==> src/rtl/mod_key_sched_seq.sv <==
// mod_key_sched_seq: iterative round-key sequencer for the modified-AES datapath.
// Accepts one NW-word key, then streams rounds 0..ROUNDS, where each round is the
// previous one passed through the word-wise RCON-modify rule.
// Optional feature macro: MKS_ROUND_SALT_EN (round number perturbs every RCON index).

module mod_key_sched_seq #(
   parameter int unsigned NW       = 4,
   parameter int unsigned ROUNDS   = 10,
   parameter int unsigned OFS_BASE = 3,
   parameter int unsigned OFS_STEP = 2,
   localparam int unsigned KW      = 32 * NW,
   localparam int unsigned RW      = $clog2(ROUNDS + 1)
) (
   input  logic          clk,
   input  logic          rst,
   input  logic          in_valid,
   output logic          in_ready,
   input  logic [KW-1:0] in_key,
   output logic          out_valid,
   input  logic          out_ready,
   output logic [KW-1:0] out_key,
   output logic [RW-1:0] out_round,
   output logic          out_last
);

   typedef enum logic {StIdle, StEmit} state_t;

   state_t        state, state_nxt;
   logic [KW-1:0] cur, cur_nxt;
   logic [RW-1:0] rnd, rnd_nxt;
   logic [KW-1:0] mod_key;
   logic [31:0]   salt;
   logic [31:0]   word;
   logic [4:0]    idx;

   // Full 5-bit decode: indices 10..31 give zero, so no aliasing onto 0..9.
   function automatic logic [7:0] rcon(input logic [4:0] i);
      logic [7:0] r;
      unique case (i)
         5'd0:    r = 8'h01;
         5'd1:    r = 8'h02;
         5'd2:    r = 8'h04;
         5'd3:    r = 8'h08;
         5'd4:    r = 8'h10;
         5'd5:    r = 8'h20;
         5'd6:    r = 8'h40;
         5'd7:    r = 8'h80;
         5'd8:    r = 8'h1b;
         5'd9:    r = 8'h36;
         default: r = 8'h00;
      endcase
      return r;
   endfunction

   // Salt for the round being produced (rnd+1), or zero in the plain build.
   always_comb begin
`ifdef MKS_ROUND_SALT_EN
      salt = 32'(rnd) + 32'd1;
`else
      salt = 32'd0;
`endif
   end

   // Next round key: per-word RCON modify; offsets summed at 32 bits, then reduced mod 32.
   always_comb begin
      mod_key = '0;
      word    = '0;
      idx     = '0;
      for (int i = 0; i < int'(NW); i++) begin
         word = cur[KW-1-32*i -: 32];
         idx  = 5'(32'(word[31:24]) + OFS_BASE + OFS_STEP * 32'(i) + salt);
         mod_key[KW-1-32*i -: 32] = word ^ {rcon(idx), 24'h000000};
      end
   end

   // State register with synchronous reset.
   always_ff @(posedge clk) begin
      if (rst) begin
         state <= StIdle;
         cur   <= '0;
         rnd   <= '0;
      end else begin
         state <= state_nxt;
         cur   <= cur_nxt;
         rnd   <= rnd_nxt;
      end
   end

   // Next-state logic: accept in IDLE, advance one round per output handshake in EMIT.
   always_comb begin
      state_nxt = state;
      cur_nxt   = cur;
      rnd_nxt   = rnd;
      unique case (state)
         StIdle: begin
            if (in_valid) begin
               cur_nxt   = in_key;
               rnd_nxt   = '0;
               state_nxt = StEmit;
            end
         end
         StEmit: begin
            if (out_ready) begin
               if (rnd == RW'(ROUNDS)) begin
                  state_nxt = StIdle;
               end else begin
                  cur_nxt = mod_key;
                  rnd_nxt = rnd + RW'(1);
               end
            end
         end
         default: state_nxt = StIdle;
      endcase
   end

   // Outputs come straight from registers; out_last is gated so it stays low once idle.
   always_comb begin
      in_ready  = (state == StIdle);
      out_valid = (state == StEmit);
      out_key   = cur;
      out_round = rnd;
      out_last  = (state == StEmit) && (rnd == RW'(ROUNDS));
   end

endmodule
==> config.mk <==
export PLATFORM = sky130hd
export DESIGN_NAME = mod_key_sched_seq
export DESIGN_NICKNAME = d
export VERILOG_FILES = /design/src/rtl/mod_key_sched_seq.sv
export SDC_FILE = /design/constraint.sdc
export NUM_CORES = 1
export LEC_CHECK = 0
export ABC_AREA = 0
export CAP_MARGIN = 30
export CORE_MARGIN = 10
export CORE_UTILIZATION = 32
export CTS_CLUSTER_DIAMETER = 30
export CTS_CLUSTER_SIZE = 25
export DETAILED_ROUTE_END_ITERATION = 10
export MAX_ROUTING_LAYER = met4
export PLACE_DENSITY_LB_ADDON = 0.1
export SYNTH_ARGS = -nofsm -noshare
export SYNTH_HDL_FRONTEND = slang
export SYNTH_SLANG_ARGS = --single-unit
export TNS_END_PERCENT = 50
==> constraint.sdc <==
create_clock -name clk -period 2.1 [get_ports clk]
set_input_delay 0.21 -clock clk [delete_from_list [all_inputs] [get_ports clk]]
set_output_delay 0.21 -clock clk [all_outputs]
set_load 0.02 [all_outputs]
# Yosys cells after proc, flatten, opt, wreduce, memory -nomap -nowiden
# Memory sizes are Yosys's and may differ from the RTL's.
# Index checks and enable logic that the tools add are counted.
# word_totals
reg_bits	133
romBits	512
in_bits	132
output_inout_bits	135
elab_cells	42
memories	4
# classes
addsub	8
n_eq_ne	4
mux	16
n_bitwise	5
reduce_logical	2
# memory_table
memory	depth	width	read_ports	rd_ports_with_merged_regs	wr	line	text
(no name shown)	16	8	1	0	0	39	unique case (i)
(no name shown)	16	8	1	0	0	39	
(no name shown)	16	8	1	0	0	39	
(no name shown)	16	8	1	0	0	39	
# ops
op	n
2-to-1 mux 128 bit	3
one-hot mux 128 bit (2 select lines)	1
XOR 32 bit	4
2-to-1 mux 8 bit	4
adder 5 x 2 -> 5 bit, second input constant	5
2-to-1 mux 4 bit	3
adder 5 x 3 -> 5 bit, second input constant	2
one-hot mux 4 bit (2 select lines)	1
inequality test 2 bit, second input constant	3
adder 4 x 1 -> 4 bit, second input constant	1
== test 4 bit, second input constant	1
2-to-1 mux 1 bit	3
AND reduction 3 bit	1
one-hot mux 1 bit (2 select lines)	1
logical AND 1 bit	1
NOT 1 bit	1

# Longest topological paths before layout
# An unclocked memory read counts as a cell.
# depth
ltp_word	8
ltp_mapped	9
depth_no_buf	7

# Least setup slack after synthesis
# No wires, ideal clock.
# synth_path
kind	flip-flop to flip-flop
startpoint	reg cur[89], in the netlist out_key[89]
endpoint	reg cur[93], in the netlist out_key[93]
setup_time_ns	0.070
arrival_time_ns	2.007
t_required_ns	2.030
setup_slack_ns	0.022
stages_incl_launch_ff	8
path_buffers	1
synth_period_minus_slack_ns	2.078
cell_sequence	dfxtp_1 ha_1 buf_2 xnor2_1 or4_1 a31oi_1 mux2_2 a21oi_1
# synth_between
elab_chain_cells	8
# synth_rtl
element	line	text
start, declared	29	logic [KW-1:0] cur, cur_nxt;
start signal, assigned	84	cur <= cur_nxt;
adder 5 x 2 -> 5 bit * (2 in a row)	71	idx = 5'(32'(word[31:24]) + OFS_BASE + OFS_STEP * 32'(i) + salt);
memory read (16 x 8 bit)	n/a	
2-to-1 mux 8 bit *	39	
XOR 32 bit *	72	mod_key[KW-1-32*i -: 32] = word ^ {rcon(idx), 24'h000000};
2-to-1 mux 128 bit *	104	if (rnd == RW'(ROUNDS)) begin
2-to-1 mux 128 bit *	103	if (out_ready) begin
one-hot mux 128 bit (2 select lines) *	94	unique case (state)
# Mark *: on every way between the ends. The rest lies on a longest branch, timed or not. The select of a mux whose other input is x is not followed.
# A chain may end at the register's enable or synchronous reset.

# Worst setup path after layout
# layout_path
startpoint	reg state, in the netlist out_valid
endpoint	out in_ready
# layout_between
elab_chain_cells	1
# layout_rtl
element	line	text
start, declared	28	state_t state, state_nxt;
start signal, assigned	79	state <= StIdle;
start signal, assigned	83	state <= state_nxt;
NOT 1 bit	n/a	
end, declared	17	output logic in_ready,
# No other way between the ends.

==> results.cfg <==
[status]
status = finished, final reports clean

[routing]
via_count = 6747
route.detailed.drc = 0
via_per_inst = 4.88
routed_wirelength_um = 23600
firstDrtPassIters = 4
drtIter0Drc = 309
drtAntennaViolNets = 0
wl_per_cell_um = 17.1

[cts]
clock_latency_ps = 420
numCtsBuffers = 17
clkSinkCount = 133
ctsHoldBuffers = 0
clockBufferDepth = 2
post_cts.repair.setup_buffers = 0
cts.htree.levels = 4
cts_tree = yes
clk_pin_slew_ps = 70
root_buffer = clkbuf_16

[global_routing]
grt_pass1_wl_um = 36000
overflow = 0
antenna_found_initial = 0
first_global_vias = 6489
gr-max-usage-layer = met2
track_usage_pct = 17.3
use_met3_pct = 6.31
grt_max_degree = 78
grt_use_met1_pct = 20.7
gr-usage-met2_pct = 27.3

[timing]
fmax_mhz = 498
setup_viol = 0
rsz0062_at_grt = false
final.setup.worst_slack_ps = 93.9
tns_ps = 0
maxSlewViolCount = 0
clock_skew_ps = 16.5
finalCriticalPeriod_ps = 2010
finalHoldViolCount = 0
period_share_pct = 95.5
worstMarginPinSlew_ps = 718
slew_headroom_pct = 52.2

[yosys]
syn_nets = 997
synth_cells = 843
syn_area_um2 = 6610
yosys_warnings = 0
synth_area_per_cell_um2 = 7.84
synth_ff_type = dfxtp_1
synth-async-reset-ratio_pct = 0
synth-seq-cells = 133
yosysUniqueCellTypes = 60
synth-edff-count = 0
yosysSeqAreaShare_pct = 40.3

[worst_setup_path]
arrival_ps = 1800
worst-path-max-fanout = 52
cp.required_ps = 1890
startpoint_type = flip-flop
reg2regPathDepth = 7
reg2reg_slack_ps = 170
crit_type = reg -> out
critPathTopFamily = buffers and inverters
crit_cells = 3
cpPeakStageDelay_ps = 650
reg2reg_from = out_round[1]
crit_buf_inv = 3
cp-startpoint = out_valid
cp_slowest_cell = clkdlybuf4s50_1
path_cells = inv_2 > buf_12 > clkdlybuf4s50_1
cp-end-kind = primary output

[place]
port_buffers = 266
dpl.hpwl_um = 17100
post-place-ws_ps = 138
finalWeightedCongestion = 0.817

[cells_and_area]
drive_above_1_share_pct = 7.82
fillerInstances = 2034
area_growth_syn_to_layout_pct = 56.1
final_common_cell = clkdlybuf4s50_1
nets = 1253
mostFrequentLayoutCells = clkdlybuf4s50_1 (264), nand2_1 (216), dfxtp_1 (132)

[die]
ios = 267
die_w_um = 164
floorplan.initialDensity_pct = 32.6
rows = 52
dieArea_um2 = 26800
coreArea_um2 = 20300
die_y_um = 164

[min_path]
whs_endpoint = out_valid
hold_path.class = in -> reg
min_from = rst
holdPathStages = 2

[power_and_ir_drop]
p_leak_nw = 3.86
peakVddDrop_mv = 0.548
p_per_area_nw_per_um2 = 761

[job]
max-cap-violations = 0
## worst max-delay path by stage
stage / endpoint / slack [ps]
3_3_place_gp: out_key[125] / 180
3_5_place_dp: out_key[26] / 140
4_1_cts: in_ready / 70
5_1_grt: out_key[120] / 2
6_report: in_ready / 90
2_1_floorplan: out_key[93] / 20
## final cells by class
type                    instances  area (µm²)  share of cell area [%]
multi-input cells             624        3630                    35.2
repair buffers                304        2990                    29.0
flip-flops and latches        133        2660                    25.8
clock buffers                  18         429                    4.16
well taps                     270         338                    3.27
clock inverters                14         190                    1.84
inverters                      19        71.3                   0.691
diodes                          1        2.50                  0.0243
## worst reg2reg max path, stage by stage, from the launching register on
cell and delay [ps]:
dfxtp_1 400, ha_1 180, nand3b_1 190, a31oi_4 330
buf_12 220, nor3_1 70, a211oi_1 290, mux2i_1 200
## Yosys cell counts, drive strengths merged, types with 2 or more instances
library cell  number  area share (%)
xor2               8             1.1
a311oi             3            0.40
nand2            217              12
a221oi             5            0.66
nand2b             9            0.85
a41oi              3            0.40
a21o               2            0.23
nor3b              2            0.23
o221ai             3            0.40
o31ai              2            0.23
mux2               6             1.1
nor3              12             1.1
and3              21             2.0
a211oi             9             1.1
or4               10             1.1
o211ai             5            0.57
or3b               3            0.40
mux2i             21             3.2
nand3             10            0.76
nor4b              3            0.40
buf               25             1.8
ha                22             4.2
and2               3            0.28
a31oi             18             1.7
nand4b             2            0.27
a21oi            131             9.9
nor2              17            0.97
nor2b              5            0.47
nor4               6            0.57
a311o              2            0.30
inv               19             1.1
o21ai             16             1.2
nand4              4            0.38
nand3b             9             1.0
o32ai              4            0.53
o22ai              2            0.19
or3                6            0.57
xnor2             12             1.9
clkbuf            42             2.4
dfxtp            133              40
## logic make-up after synthesis
logic type,count (synthesis),synth area share (%)
AO/OA/AOI/OAI,216,19.3
XOR/XNOR,20,2.99
AND/OR/NAND/NOR,339,23.7
flip-flops,133,40.3
adder cells (fa/ha/maj),22,4.17
multiplexers,27,4.32
buffers and inverters,86,5.28
## sequential cells by signal (all words and copies together), names as in the netlist, named ones only
signal     cells
out_key      124
out_round      4
out_valid      1
## stage by stage
step           hold slack, ps  power (mW)  instance area [µm²]  cells  util, %
2_1_floorplan             306        3.85                 6610    843        -
6_report                  161        7.85                10300   1383     50.8
3_5_place_dp              446        4.73                 9700   1350     47.8
4_1_cts                   138        7.97                10300   1382     50.8
3_3_place_gp              441        4.74                 9700   1350     47.8
5_1_grt                   159        8.23                10300   1382     50.8
## per-layer routing
layer	up-vias	part of all wire, %
met3	7	7.8
li1	3442	-
met1	3112	43
met2	186	48
met4	0	0.70
met5	-	0
## where the power goes
| part | internal [mW] | total (mW) | switching [mW] |
|---|---|---|---|
| sequential | 2.68 | 2.81 | 0.125 |
| clock | 1.91 | 3.18 | 1.27 |
| combinational | 0.902 | 1.86 | 0.959 |
| total | 5.50 | 7.85 | 2.36 |
## what timing repair did
action | in CTS | in global routing
endpoints found under the hold margin | 0 | 0
gates cloned | 0 | 0
endpoints found under the setup margin | 1 | 1
resized for setup | 1 | 0
pin swaps | 0 | 1
(Power assumes the default switching activity.)
